File: config.mk
export PLATFORM = sky130hd
export DESIGN_NAME = seven_segment_capture
export DESIGN_NICKNAME = d
export VERILOG_FILES = /design/src/rtl/seven_segment_pkg.sv /design/src/rtl/seven_segment_pattern_decode.sv /design/src/rtl/seven_segment_capture.sv
export SDC_FILE = /design/constraint.sdc
export NUM_CORES = 1
export LEC_CHECK = 0
export ABC_AREA = 1
export CORE_MARGIN = 1.5
export CORE_UTILIZATION = 60
export DETAILED_ROUTE_END_ITERATION = 8
export DONT_BUFFER_PORTS = 1
export HOLD_SLACK_MARGIN = 0.06
export PLACE_DENSITY = 0.76
export SYNTH_ARGS = -nofsm -noshare
export SYNTH_HDL_FRONTEND = slang
export SYNTH_HIERARCHICAL = 1
export SYNTH_SLANG_ARGS = --single-unit
File: constraint.sdc
create_clock -name clock -period 3.56 [get_ports clock]
set_clock_uncertainty 0.05 [all_clocks]
set_input_delay 0.534 -clock clock [delete_from_list [all_inputs] [get_ports clock]]
set_output_delay 0.534 -clock clock [all_outputs]
set_load 0.02 [all_outputs]
File: src/rtl/seven_segment_pkg.sv
// Shared seven-segment definitions used by both the display driver and the
// capture side: anode select codes, cathode patterns and small helpers.
package seven_segment_pkg;

  // Active-low anode selects, one low bit per digit position.
  typedef enum logic [3:0] {
    SEL_MIN_TENS = 4'b0111,
    SEL_MIN_ONES = 4'b1011,
    SEL_SEC_TENS = 4'b1101,
    SEL_SEC_ONES = 4'b1110
  } anode_sel_e;

  // Active-low cathode patterns, bit6=a .. bit0=g.
  localparam logic [6:0] SEG_0 = 7'b0000001;
  localparam logic [6:0] SEG_1 = 7'b1001111;
  localparam logic [6:0] SEG_2 = 7'b0010010;
  localparam logic [6:0] SEG_3 = 7'b0000110;
  localparam logic [6:0] SEG_4 = 7'b1001100;
  localparam logic [6:0] SEG_5 = 7'b0100100;
  localparam logic [6:0] SEG_6 = 7'b0100000;
  localparam logic [6:0] SEG_7 = 7'b0001111;
  localparam logic [6:0] SEG_8 = 7'b0000000;
  localparam logic [6:0] SEG_9 = 7'b0000100;

  typedef enum logic [1:0] {
    ST_IDLE,
    ST_SETTLE,
    ST_HOLD
  } capture_state_e;

  // Only the four one-hot-low codes select a digit; everything else is
  // treated as "no select".
  function automatic logic anode_is_select(input logic [3:0] anode);
    return (anode == SEL_MIN_TENS) || (anode == SEL_MIN_ONES) ||
           (anode == SEL_SEC_TENS) || (anode == SEL_SEC_ONES);
  endfunction

  // Position index = index of the low anode bit (3=minutes tens .. 0=seconds ones).
  function automatic logic [1:0] anode_position(input logic [3:0] anode);
    logic [1:0] pos;
    pos = 2'd0;
    case (anode)
      SEL_MIN_TENS: pos = 2'd3;
      SEL_MIN_ONES: pos = 2'd2;
      SEL_SEC_TENS: pos = 2'd1;
      default:      pos = 2'd0;
    endcase
    return pos;
  endfunction

  // x*10 as (x<<3)+(x<<1).
  function automatic logic [6:0] times_ten(input logic [3:0] x);
    return {x, 3'b000} + {2'b00, x, 1'b0};
  endfunction

endpackage

File: src/rtl/seven_segment_pattern_decode.sv
// Combinational cathode-pattern to BCD decode.
//   pattern : active-low cathodes, bit6=a .. bit0=g
//   digit   : decoded BCD value (0 when not decimal)
//   valid   : pattern is one of the ten decimal glyphs
module seven_segment_pattern_decode
  import seven_segment_pkg::*;
(
  input  logic [6:0] pattern,
  output logic [3:0] digit,
  output logic       valid
);

  always_comb begin
    digit = 4'd0;
    valid = 1'b1;
    case (pattern)
      SEG_0: digit = 4'd0;
      SEG_1: digit = 4'd1;
      SEG_2: digit = 4'd2;
      SEG_3: digit = 4'd3;
      SEG_4: digit = 4'd4;
      SEG_5: digit = 4'd5;
      SEG_6: digit = 4'd6;
      SEG_7: digit = 4'd7;
      SEG_8: digit = 4'd8;
      SEG_9: digit = 4'd9;
      default: valid = 1'b0;
    endcase
  end

endmodule

File: src/rtl/seven_segment_capture.sv
// Recovers MM:SS from a multiplexed 4-digit seven-segment display bus.
//   clock, reset   : rising-edge clock, asynchronous active-high reset
//   anode_signals  : active-low digit select
//   display_out    : active-low cathodes, bit6=a .. bit0=g
//   minutes/seconds: last complete frame, binary
//   frame_valid    : one-cycle pulse when minutes/seconds update
//   pattern_error  : one-cycle pulse when a stable non-decimal glyph is accepted
//   stale          : high while no frame has completed for TIMEOUT_CYCLES
module seven_segment_capture
  import seven_segment_pkg::*;
#(
  parameter int unsigned STABLE_CYCLES  = 4,
  parameter int unsigned TIMEOUT_CYCLES = 524288
) (
  input  logic       clock,
  input  logic       reset,
  input  logic [3:0] anode_signals,
  input  logic [6:0] display_out,
  output logic [6:0] minutes,
  output logic [6:0] seconds,
  output logic       frame_valid,
  output logic       pattern_error,
  output logic       stale
);

  localparam int unsigned CNT_W = $clog2(STABLE_CYCLES + 1);
  localparam int unsigned TO_W  = $clog2(TIMEOUT_CYCLES + 1);
  localparam logic [CNT_W-1:0] CNT_ONE     = CNT_W'(1);
  localparam logic [CNT_W-1:0] STABLE_LAST = CNT_W'(STABLE_CYCLES - 1);
  localparam logic [TO_W-1:0]  TIMEOUT_MAX = TO_W'(TIMEOUT_CYCLES);

  logic [3:0]       anode_q, anode_d;
  logic [6:0]       cathode_q, cathode_d;
  capture_state_e   state_q, state_d;
  logic [CNT_W-1:0] count_q, count_d;
  logic [3:0]       sel_q, sel_d;
  logic [6:0]       pat_q, pat_d;
  logic [3:0][3:0]  digit_q, digit_d;
  logic [3:0]       mask_q, mask_d;
  logic [6:0]       minutes_q, minutes_d;
  logic [6:0]       seconds_q, seconds_d;
  logic             frame_valid_q, frame_valid_d;
  logic             pattern_error_q, pattern_error_d;
  logic [TO_W-1:0]  timer_q, timer_d;
  logic             stale_q, stale_d;

  logic       capture;
  logic [1:0] pos;
  logic [3:0] mask_next;
  logic [3:0] dec_digit;
  logic       dec_valid;

  seven_segment_pattern_decode u_decode (
    .pattern (cathode_q),
    .digit   (dec_digit),
    .valid   (dec_valid)
  );

  always_comb begin
    anode_d         = anode_signals;
    cathode_d       = display_out;
    state_d         = state_q;
    count_d         = count_q;
    sel_d           = sel_q;
    pat_d           = pat_q;
    digit_d         = digit_q;
    mask_d          = mask_q;
    minutes_d       = minutes_q;
    seconds_d       = seconds_q;
    frame_valid_d   = 1'b0;
    pattern_error_d = 1'b0;
    capture         = 1'b0;
    pos             = anode_position(anode_q);
    mask_next       = mask_q | (4'b0001 << pos);

    case (state_q)
      ST_IDLE: begin
        if (anode_is_select(anode_q)) begin
          state_d = ST_SETTLE;
          count_d = CNT_ONE;
          sel_d   = anode_q;
          pat_d   = cathode_q;
        end
      end
      ST_SETTLE: begin
        if (!anode_is_select(anode_q)) begin
          state_d = ST_IDLE;
        end else if ((anode_q != sel_q) || (cathode_q != pat_q)) begin
          count_d = CNT_ONE;
          sel_d   = anode_q;
          pat_d   = cathode_q;
        end else if (count_q >= STABLE_LAST) begin
          state_d = ST_HOLD;
          capture = 1'b1;
        end else begin
          count_d = count_q + CNT_ONE;
        end
      end
      ST_HOLD: begin
        if (anode_q != sel_q) state_d = ST_IDLE;
      end
      default: state_d = ST_IDLE;
    endcase

    // Only one capture per cycle, so the error and frame paths are exclusive
    // by construction; a bad glyph never reaches the mask update.
    if (capture) begin
      if (dec_valid) begin
        digit_d[pos] = dec_digit;
        if (mask_next == 4'b1111) begin
          mask_d        = '0;
          frame_valid_d = 1'b1;
          minutes_d     = times_ten(digit_d[3]) + {3'b000, digit_d[2]};
          seconds_d     = times_ten(digit_d[1]) + {3'b000, digit_d[0]};
        end else begin
          mask_d = mask_next;
        end
      end else begin
        pattern_error_d = 1'b1;
        mask_d          = '0;
      end
    end

    if (frame_valid_d)              timer_d = '0;
    else if (timer_q != TIMEOUT_MAX) timer_d = timer_q + TO_W'(1);
    else                            timer_d = timer_q;
    stale_d = (timer_d == TIMEOUT_MAX);
  end

  always_ff @(posedge clock or posedge reset) begin
    if (reset) begin
      anode_q         <= '1;
      cathode_q       <= '1;
      state_q         <= ST_IDLE;
      count_q         <= '0;
      sel_q           <= '1;
      pat_q           <= '1;
      digit_q         <= '0;
      mask_q          <= '0;
      minutes_q       <= '0;
      seconds_q       <= '0;
      frame_valid_q   <= 1'b0;
      pattern_error_q <= 1'b0;
      timer_q         <= '0;
      stale_q         <= 1'b0;
    end else begin
      anode_q         <= anode_d;
      cathode_q       <= cathode_d;
      state_q         <= state_d;
      count_q         <= count_d;
      sel_q           <= sel_d;
      pat_q           <= pat_d;
      digit_q         <= digit_d;
      mask_q          <= mask_d;
      minutes_q       <= minutes_d;
      seconds_q       <= seconds_d;
      frame_valid_q   <= frame_valid_d;
      pattern_error_q <= pattern_error_d;
      timer_q         <= timer_d;
      stale_q         <= stale_d;
    end
  end

  assign minutes       = minutes_q;
  assign seconds       = seconds_q;
  assign frame_valid   = frame_valid_q;
  assign pattern_error = pattern_error_q;
  assign stale         = stale_q;

endmodule
==> results of run 1 <==
==> through the flow <==
step / power [mW] / instance area, um^2
after global placement: 1.19 / 4950
after CTS: 1.85 / 5140
after global routing: 1.92 / 5140
final: 1.84 / 5140
after detailed placement: 1.20 / 4950
after floorplan: 1.16 / 4820
==> critical path, stage by stage (launching register included) <==
cell and delay (ns):
dfstp_2 0.56, inv_1 0.06, nor2_1 0.18, nand2_1 0.11
and2_4 0.16, nand3_2 0.07, inv_1 0.07, o21ai_0 0.31
ha_1 0.30, ha_1 0.23, fa_1 0.41, nand2_1 0.09
nand2_1 0.05, a21oi_1 0.16, xor2_1 0.16, nand2_1 0.06
o21ai_0 0.08, inv_1 0.05
==> Yosys cell counts (7+ instances only) <==
cell,count
a21oi_1,9
dfrtp_1,62
dfstp_2,22
ha_1,18
inv_1,95
inv_2,7
nand2_1,166
nand3_1,28
nand4_1,11
nor2_1,58
nor3_1,10
o21ai_0,42
xor2_1,21
==> metal layers <==
metal,vias to the layer above,global-route usage [%]
met5,-,0
met4,0,7.58
met3,12,6.08
met2,78,43.0
met1,1778,30.6
li1,1918,-
==> cell families after synthesis <==
logic type	synth area share (%)
AO/OA/AOI/OAI	6.98
XOR/XNOR	4.54
adder cells (fa/ha/maj)	6.33
buffers and inverters	9.39
flip-flops	44.1
multiplexers	0.467
AND/OR/NAND/NOR	28.2
==> layout make-up <==
cell class / count / area, um^2 / area share, %
multi-input cells: 410 / 2240 / 43.7
well taps: 102 / 128 / 2.48
clock inverters: 4 / 50.0 / 0.974
clock buffers: 12 / 135 / 2.63
flip-flops and latches: 84 / 2130 / 41.5
inverters: 105 / 399 / 7.77
repair buffers: 7 / 52.6 / 1.02
==> worst min path at each step <==
stage	cells after the start	endpoint	slack (ns)
finish	0	cathode_q[0]	0.12
CTS	0	cathode_q[0]	0.11
global route	0	cathode_q[0]	0.09
detailed placement	2	digit_q[2]	0.42
floorplan	2	digit_q[0]	0.40
global placement	2	digit_q[6]	0.41
==> registers in the layout, summed over array words and instances (netlist names) <==
register,count
seconds,7
digit_q,16
state_q,2
sel_q,4
mask_q,4
frame_valid,1
minutes,7
pattern_error,1
anode_q,4
stale,1
count_q,3
timer_q,20
pat_q,7
cathode_q,7
==> power by group <==
group | leakage, nW | switching (mW) | total, mW | internal (mW)
combinational | 1.51 | 0.0929 | 0.137 | 0.0444
clock | 0.0866 | 0.335 | 0.659 | 0.324
sequential | 1.08 | 0.0283 | 1.04 | 1.01
==> layout by cell type (no fill, tap or decap), types with 10 or more instances in the layout <==
cell type	count
nor2_1	58
dfstp_2	22
nand4_1	11
o21ai_0	36
inv_1	94
nand3_1	28
xor2_1	21
dfrtp_1	62
o21ai_1	11
nand2_1	166
nor3_1	10
ha_1	18
==> results by group, run 1 <==
Timing
  – Tightest Pin Transition: between 0.8 and 0.9 ns
  – Final period utilization: about nine tenths
  – Hold Vio Cnt, Final: 0
  – Final setup fails: 0
  – Fin Hold WS: 0.123 ns
  – Max Transition Viols Final: 0
  – Fmax: just over 300 MHz
  – Setup TNS: 0 ns
  – Worst setup margin: between 0.3 and 0.4 ns
  – Final Critical Period: 3.25 ns
  – Rel. slew slack: 45.6%
  – Unrepaired setup endpoints after global routing: no

Clock tree
  – Post-cts sizing count: 0
  – Clk root buf: clkbuf_8
  – Post-CTS Hold Buffers: 0
  – Clk buf depth: 2
  – Post-CTS setup buffer count: 0
  – TritonCTS buffer count: 9
  – Clock Latency Late Sink: ~0.35 ns
  – CTS tree: done
  – Clock Sinks: 84
  – H-Tree Depth: 3
  – Clk slew on worst S/H paths: about 0.090 ns

Setup path
  – Worst r2r src: cathode_q[5]
  – WP data required: about 3.8 ns
  – Crit. End Element: flop
  – FF-to-FF setup slack: between 0.3 and 0.4 ns
  – CP Max Fanout: 5
  – R2R cell count: 17
  – Startpoint Class: flop
  – Worst setup endpoint: seconds[6]
  – CP arrival: between 3 and 4 ns
  – Crit path kind: reg2reg
  – Worst reg2reg endpoint: seconds[6]
  – Crit path from: cathode_q[5]

Worst hold path
  – HP Class: in2reg
  – Min-Delay Startpoint: display_out[0]

Placement
  – Port bufs: 0
  – Placed insts: 708
  – DP HPWL: just over 7 mm
  – GP Congestion: roughly 1
  – DP Worst Slack: between 0.2 and 0.25 ns

Power
  – P per Cell Area: 357 nW/um^2
  – VDD IR max: roughly 0.28 mV
  – Leakage: roughly 2.7 nW

Synth
  – Yosys warns: 6
  – Synth Net Count: 644
  – Netlist cell types: 38
  – Number of synthesized flops with an enable pin: 0
  – Post-synth design cell area: between 4000 and 5000 um^2
  – Top_reg_cell synth: dfrtp_1
  – Syn Inst Count: 609
  – Main area contributors after synthesis: dfrtp_1 32%, nand2_1 13%, dfstp_2 12%, inv_1 7.4%, ha_1 4.7%
  – Synth area leader: dfrtp_1
  – Syn Area/Cell: ~7.9 um^2
  – Asr flop ratio synth: 100%
  – Seq cells post-synth: 84
  – Share of the synthesized area in the top cell type: about a third
  – Seq/Total Area, Yosys: between 40% and 50%

Drt
  – Initial drt markers: approximately 200
  – M1 wire length: 4.13 mm
  – First-pass iteration count of the detailed router: 4
  – Total Routed Length: 9.55 mm
  – DRC viols: 0
  – WL met2: 4.88 mm
  – Post-route ant nets: 0
  – Met3 WL: between 400 and 500 um
  – Via Count: 3,786
  – Routed length per instance: 13.2 um
  – Highest Signal Layer: met4
  – Vias per cell: 5.23

Cells and area
  – Final std cells w/o fill: approximately 720
  – Fraction of layout cells with a size suffix above 1: roughly 13%
  – Final nets: between 600 and 700
  – Layout Area Growth over Synthesis: 6.46%
  – Fill cells: between 600 and 700
  – N_diodes: 0
  – Final Util: about two thirds

Floorplanning
  – Row count: 32
  – Core area: around 8000 um^2
  – Die X: roughly 90 um
  – Initial core utilization: 62.1%
  – Die height: between 90 and 100 um
  – Die area: 8590 um^2
  – IO Pins: 30

GRT
  – Gr ovfl total: 0
  – GRT Overall Usage: about a quarter
  – First-pass GRT wire length: between 15 and 20 mm
  – Initial antenna violation count: 0
  – Largest net degree at the start of global routing: 49
  – Vias in the first global route: between 3,000 and 4,000

Flow run
  – Max-Cap Viols: 0

Run status
  – Status: finished, final reports clean
Note: power is estimated with default switching activity, not from simulation.
==> run 2, diff against run 1 <==
SETUP_SLACK_MARGIN = 0.4   (was unset)
==> run 2 against run 1 <==
Compared with the run above:
- cell count rose by 0.97%
- non-clock buffer count grew 7
- critical path depth is 1 lower
- sequential power about the same
- worst hold slack improved by 0.0022 ns
- highest routed layer unchanged
- register-to-register slack better by 0.21 ns
- via count increased by 1.6%
- power rose by 0.25%
- design area is 3.7% higher
- global-route usage up 0.12 points
- sequential cell count is the same
==> results by group, run 2 (synthesis gave the netlist of run 1 again) <==
Cells and area
  – Fraction of layout cells with a size suffix above 1: 18.4% (+5.6 points)
  – Top Registers: timer_q (20), digit_q (16)
  – Most frequent cells in the layout: 163 x nand2_1, 87 x inv_1, 62 x dfrtp_1, 55 x nor2_1, 28 x o21ai_0
  – Final std cells w/o fill: 731 (+0.97%)
  – Final nets: 659 (+1.1%)
  – Max reg flops: 20 (unchanged)
  – Most common cell after layout, fill and taps aside: nand2_1
  – N_diodes: 0 (unchanged)
  – Largest register by flop count: timer_q
  – Layout Area Growth over Synthesis: 10.3%

Setup path
  – Critical path's top delay family: adder cells
  – Worst path bufs/invs: 3 (unchanged)
  – Crit path cell chain: inv_2, nand2_4, nor2_1, nand2_1, and2_4, nand3_4, o21ai_4, fa_1, buf_6, fa_2, o21ai_2, a21oi_2, xor2_1, nand2_1, o21ai_1, inv_1
  – CP Max Fanout: 5 (unchanged)
  – Slowest stage delay, CP: 0.58 ns (+0.02 ns)
  – WP data required: 3.75 ns (about the same)
  – Crit. End Element: flop
  – CP max stage cell: dfstp_2
  – Most Frequent Cell on Critical Path: nand2_1
  – Crit path kind: reg2reg
  – Startpoint Class: flop
  – CP arrival: 3.24 ns (-0.22 ns)

Clock tree
  – H-Tree Depth: 3 (unchanged)
  – Clk root buf: clkbuf_8
  – Post-CTS Hold Buffers: 0 (unchanged)
  – CTS tree: done
  – Clk buf depth: 2 (unchanged)
  – TritonCTS buffer count: 9 (unchanged)
  – Clock Latency Late Sink: 0.35 ns (about the same)
  – Clock Sinks: 84 (unchanged)
  – Clk slew on worst S/H paths: 0.08 ns (about the same)

Worst hold path
  – HP Class: in2reg

Drt
  – Via Count: 3,845 (+1.6%)
  – DRC viols: 0 (unchanged)
  – First-pass iteration count of the detailed router: 5 (+1)
  – Post-route ant nets: 0 (unchanged)
  – Routed length per instance: 13.6 um (+2.9%)
  – Vias per cell: 5.26 (+0.59%)
  – Initial drt markers: 192 (-5.4%)
  – Total Routed Length: 9.92 mm (+3.9%)

Timing
  – Unrepaired setup endpoints after global routing: yes
  – Final setup fails: 0 (unchanged)
  – Fmax: 328 MHz (+6.9%)
  – Rel. slew slack: 46.6% (+1.0 points)
  – Hold Vio Cnt, Final: 0 (unchanged)
  – Setup TNS: 0 ns (unchanged)
  – Max Transition Viols Final: 0 (unchanged)
  – Final Critical Period: 3.05 ns (-0.209 ns)
  – Worst setup margin: 0.515 ns (+0.209 ns)
  – Final period utilization: 85.5% (-5.9 points)
  – Tightest Pin Transition: 0.800 ns (-0.0166 ns)

Run status
  – Status: finished, final reports clean

Placement
  – GP Congestion: 0.975 (unchanged)
  – Placed insts: 708 (unchanged)
  – DP HPWL: 7.06 mm (unchanged)
  – DP Worst Slack: 0.242 ns (unchanged)
  – Port bufs: 0 (unchanged)

GRT
  – Gr ovfl total: 0 (unchanged)
  – Grt met2 use: 43.4% (+0.49 points)
  – First-pass GRT wire length: 16.9 mm (+0.91%)
  – Routing usage on met1: 30.8% (+0.16 points)
  – Vias in the first global route: 3,799 (+0.96%)
  – Met3 Track Usage GR: 5.99% (-0.082 points)
  – Largest net degree at the start of global routing: 49 (unchanged)
  – GRT Overall Usage: 24.9% (+0.12 points)
  – Initial antenna violation count: 0 (unchanged)
  – GRT busiest layer: met2

Power
  – Switch share: 24.8% (about the same)
  – Switching power: 0.457 mW (+0.20%)
  – Tot Pwr: 1.84 mW (+0.25%)
  – Clock power share: 35.6% (-0.3 points)
  – Combinational share of power: 7.9% (+0.4 points)
  – P per Cell Area: 346 nW/um^2 (-3.3%)
  – Power Internal: 1.38 mW (+0.27%)
  – Sequential share of power: 56.5% (about the same)
  – Leakage: 2.72 nW (+1.7%)
  – VDD IR max: 0.284 mV (+0.58%)

Floorplanning
  – Initial core utilization: 62.1% (unchanged)
  – IO Pins: 30 (unchanged)
  – Core area: 7770 um^2 (unchanged)
  – Row count: 32 (unchanged)
  – Die X: 92.7 um (unchanged)
  – Die area: 8590 um^2 (unchanged)
  – Die height: 92.7 um (unchanged)

Flow run
  – Max-Cap Viols: 0 (unchanged)
[run 2: changes by cell type in the layout (fill, tap and decap cells not counted), moves of 4 or more]
cell / previous run / this run
buf_4: 7 / 13
inv_1: 94 / 87
inv_2: 7 / 14
o21ai_0: 36 / 28
o21ai_2: 4 / 8
[run 2: layout make-up]
cell class / count / area [um^2]
Clock inverter: 4 / 50.0
Clock buffer: 12 / 135
Timing Repair Buffer: 14 / 109
Tap cell: 102 / 128
Fill cell: 595 / 2440
Inverter: 105 / 399
Sequential cell: 84 / 2130
Multi-Input combinational cell: 410 / 2370
[run 2: what timing repair did]
item,4_1_cts,5_1_grt
endpoints found under the setup margin,3,4
buffers inserted,1,6
gates resized for setup,11,39
gates cloned,0,0
endpoints found under the hold margin,0,0
pin swaps,1,22
[run 2: path summary, 6_finish.rpt]
kind / start / to / slack (ns) / cells past startpoint
max in group asynchronous: reset / pat_q[5] / 2.52 / 2
max: cathode_q[0] / minutes[6] / 0.51 / 16
min in group asynchronous: reset / digit_q[8] / 0.14 / 1
min: anode_signals[2] / anode_q[2] / 0.12 / 0
min reg2reg: digit_q[3] / digit_q[3] / 0.44 / 2
max reg2reg: cathode_q[0] / minutes[6] / 0.51 / 16
[run 2: metal layers]
metal	wire length, um	share of wire (%)
met4	101	1.0
met1	4290	43
met5	0	0
met2	5180	52
met3	353	3.6
[run 2: power by group through the flow]
stage	clock [mW]	sequential (mW)	combinational, mW
4_1_cts	0.675	1.04	0.141
5_1_grt	0.708	1.05	0.169
3_5_place_dp	0	1.06	0.140
2_1_floorplan	0	1.05	0.112
6_report	0.656	1.04	0.145
3_3_place_gp	0	1.06	0.135
[run 2: stage by stage]
step / hold slack (ns) / util, % / instance area (um^2)
finish: 0.125 / 68.5 / 5320
global route: 0.0955 / 68.5 / 5320
floorplan: 0.398 / - / 4820
detailed placement: 0.416 / 63.7 / 4950
CTS: 0.110 / 66.4 / 5150
global placement: 0.411 / 63.7 / 4950
==> run 3, diff against run 2 <==
--- a/config.mk
+++ b/config.mk
@@ -8,4 +8,6 @@
 export ABC_AREA = 1
+export CELL_PAD_IN_SITES_DETAIL_PLACEMENT = 0
+export CELL_PAD_IN_SITES_GLOBAL_PLACEMENT = 1
 export CORE_MARGIN = 1.5
-export CORE_UTILIZATION = 60
+export CORE_UTILIZATION = 48
 export DETAILED_ROUTE_END_ITERATION = 8
@@ -13,3 +15,3 @@
 export HOLD_SLACK_MARGIN = 0.06
-export PLACE_DENSITY = 0.76
+export PLACE_DENSITY_LB_ADDON = 0.1
 export SETUP_SLACK_MARGIN = 0.4
@@ -19 +21,2 @@
 export SYNTH_SLANG_ARGS = --single-unit
+export TNS_END_PERCENT = 30
==> constraint.sdc (replaced) <==
create_clock -name clock -period 3.56 [get_ports clock]
set_clock_uncertainty 0.05 [all_clocks]
set_input_delay 0 -clock clock [delete_from_list [all_inputs] [get_ports clock]]
set_output_delay 0 -clock clock [all_outputs]
set_load 0.02 [all_outputs]
==> run 3 against run 2 <==
Compared with the run above:
- non-clock buffer count increased by 18
- cell count increased by 6.7%
- sequential power about the same
- clock-buffer cell count increased by 1
- power increased by 3.2%
- via count decreased by 1.7%
- critical path type unchanged
- critical endpoint unchanged
- largest cell class unchanged
- highest routed layer unchanged
==> results by group, run 3 (synthesis gave the netlist of run 1 again) <==
Run status
  – Status: finished, final reports clean

Timing
  – Final period utilization: 85.6% (about the same)
  – Tightest Pin Transition: 0.886 ns (+0.0868 ns)
  – Fmax: 328 MHz (about the same)
  – Final Critical Period: 3.05 ns (+0.00155 ns)
  – Unrepaired setup endpoints after global routing: yes
  – Final setup fails: 0 (unchanged)
  – Rel. slew slack: 40.8% (-5.8 points)
  – Worst setup margin: 0.513 ns (-0.00155 ns)
  – Hold Vio Cnt, Final: 0 (unchanged)
  – Setup TNS: 0 ns (unchanged)
  – Max Transition Viols Final: 0 (unchanged)

Floorplanning
  – Die area: 10,700 um^2 (+24%)
  – Row count: 36 (+13%)
  – IO Pins: 30 (unchanged)
  – Die height: 103 um (+11%)
  – Core area: 9770 um^2 (+26%)
  – Initial core utilization: 49.4% (-13 points)
  – Die X: 103 um (+11%)

Clock tree
  – Clock Sinks: 84 (unchanged)
  – Clk buf depth: 2 (unchanged)
  – Clock Latency Late Sink: 0.38 ns (+0.03 ns)
  – CTS tree: done
  – TritonCTS buffer count: 9 (unchanged)
  – H-Tree Depth: 3 (unchanged)
  – Clk root buf: clkbuf_8
  – Clk slew on worst S/H paths: 0.08 ns (about the same)

GRT
  – Gr ovfl total: 0 (unchanged)
  – Largest net degree at the start of global routing: 53 (+8.2%)
  – First-pass GRT wire length: 16.7 mm (-1.2%)
  – GRT Overall Usage: 20.5% (-4.4 points)
  – Vias in the first global route: 3,640 (-4.2%)
  – Initial antenna violation count: 0 (unchanged)

Drt
  – First-pass iteration count of the detailed router: 4 (-1)
  – Via Count: 3,779 (-1.7%)
  – Initial drt markers: 119 (-38%)
  – Routed length per instance: 12.8 um (-5.8%)
  – DRC viols: 0 (unchanged)
  – Total Routed Length: 9.97 mm (+0.51%)
  – Post-route ant nets: 0 (unchanged)
  – Vias per cell: 4.84 (-7.9%)

Setup path
  – WP data required: 3.78 ns (+0.03 ns)
  – R2R cell count: 15 (-1)
  – Worst r2r src: cathode_q[2]
  – Startpoint Class: flop
  – Worst reg2reg endpoint: minutes[6]
  – CP Max Fanout: 6 (+1)
  – Crit path kind: reg2reg
  – CP arrival: 3.26 ns (+0.02 ns)
  – FF-to-FF setup slack: 0.51 ns (about the same)
  – Crit. End Element: flop

Worst hold path
  – HP Class: in2reg
  – Hold-critical path endpoint: cathode_q[0]
  – Worst Hold Depth: 1 (+1)
  – Min-Delay Startpoint: display_out[0]

Placement
  – DP Worst Slack: 0.167 ns (-0.0754 ns)
  – DP HPWL: 6.96 mm (-1.5%)
  – GP Congestion: 0.838 (-14%)
  – Port bufs: 0 (unchanged)

Cells and area
  – Fraction of layout cells with a size suffix above 1: 19.5% (+1.0 points)
  – Final nets: 677 (+2.7%)
  – Layout Area Growth over Synthesis: 15.3%
  – N_diodes: 0 (unchanged)
  – Most frequent cells in the layout: 160 x nand2_1, 86 x inv_1, 62 x dfrtp_1, 56 x nor2_1, 28 x nand3_1
  – Most common cell after layout, fill and taps aside: nand2_1
  – Max reg flops: 20 (unchanged)
  – Top Registers: timer_q (20), digit_q (16)
  – Largest register by flop count: timer_q

Power
  – Switching power: 0.482 mW (+5.4%)
  – Sequential share of power: 54.8% (-1.7 points)
  – Switch share: 25.4% (+0.53 points)
  – Combinational share of power: 8.5% (+0.6 points)
  – P per Cell Area: 341 nW/um^2 (-1.2%)
  – Clock power share: 36.8% (+1.2 points)
  – Power Internal: 1.42 mW (+2.5%)
  – Leakage: 2.78 nW (+2.5%)
  – VDD IR max: 0.289 mV (+1.6%)

Flow run
  – Max-Cap Viols: 0 (unchanged)
[run 3: cell types whose count changed in the layout (fill, tap and decap cells not counted), moves of 2 or more]
cell,previous run,this run
buf_4,13,20
dlygate4sd3_1,0,12
ha_1,15,13
o21ai_1,12,14
nand2_1,163,160
o21ai_0,28,26
nor2_2,7,5
ha_4,2,4
nand2_2,6,9
[run 3: metrics by stage]
| step | std cells | area, um^2 | utilization (%) | total power [mW] | hold slack, ns |
|---|---|---|---|---|---|
| 5_1_grt | 780 | 5560 | 56.9 | 1.99 | 0.0989 |
| 3_5_place_dp | 740 | 5000 | 51.1 | 1.20 | -0.0455 |
| 2_1_floorplan | 609 | 4820 | - | 1.16 | -0.0455 |
| 3_3_place_gp | 740 | 5000 | 51.1 | 1.19 | -0.0455 |
| 4_1_cts | 769 | 5330 | 54.6 | 1.92 | 0.0836 |
| 6_report | 780 | 5560 | 56.9 | 1.90 | 0.112 |
[run 3: area by class of cell]
| cell class | count | area (um^2) |
|---|---|---|
| fill | 935 | 4210 |
| multi-input combinational | 410 | 2400 |
| sequential | 84 | 2130 |
| inverter | 105 | 402 |
| timing repair buffer | 32 | 270 |
| tap | 133 | 166 |
| clock buffer | 13 | 149 |
| clock inverter | 3 | 46.3 |
[run 3: worst max-delay path by stage]
stage                      start    endpoint  slack, ns  cells after the start
floorplan           cathode_q[3]  seconds[6]       0.43                     16
global placement    cathode_q[2]  seconds[6]       0.31                     16
detailed placement  cathode_q[2]  seconds[6]       0.17                     16
CTS                 cathode_q[2]  seconds[6]       0.39                     16
global route        cathode_q[2]  minutes[6]       0.37                     15
finish              cathode_q[2]  minutes[6]       0.51                     15
[run 3: critical path, cell delays in order, from the launching register on]
cell and delay [ns]:
dfstp_2 0.61, nand2_2 0.08, nor2_2 0.10, nand2_1 0.09, and2_4 0.19, nand3_4 0.10
o21ai_1 0.08, buf_4 0.15, fa_1 0.53, fa_2 0.42, o21ai_1 0.12, a21oi_1 0.08
xor2_1 0.15, nand2_1 0.06, o21ai_1 0.09, inv_1 0.05
[run 3: routing by layer]
metal / vias up / wire, um / GRT usage (%)
met5: - / 0 / 0
met4: 0 / 178 / 8.63
met3: 15 / 361 / 5.11
met2: 59 / 4770 / 33.2
met1: 1751 / 4660 / 26.4
li1: 1954 / - / -
[run 3: power by group through the flow]
stage                     registers (mW)  logic [mW]  clock network, mW
after floorplan                     1.05       0.112                  0
after global placement              1.06       0.136                  0
after detailed placement            1.06       0.139                  0
after CTS                           1.04       0.152              0.730
after global routing                1.05       0.185              0.754
final                               1.04       0.160              0.698
[run 3: what timing repair did]
action,4_1_cts,5_1_grt
endpoints found under the hold margin,40,0
pin swaps,1,28
setup endpoints to repair,2,4
setup buffers,1,11
hold buffers,12,0
gates resized for setup,9,49
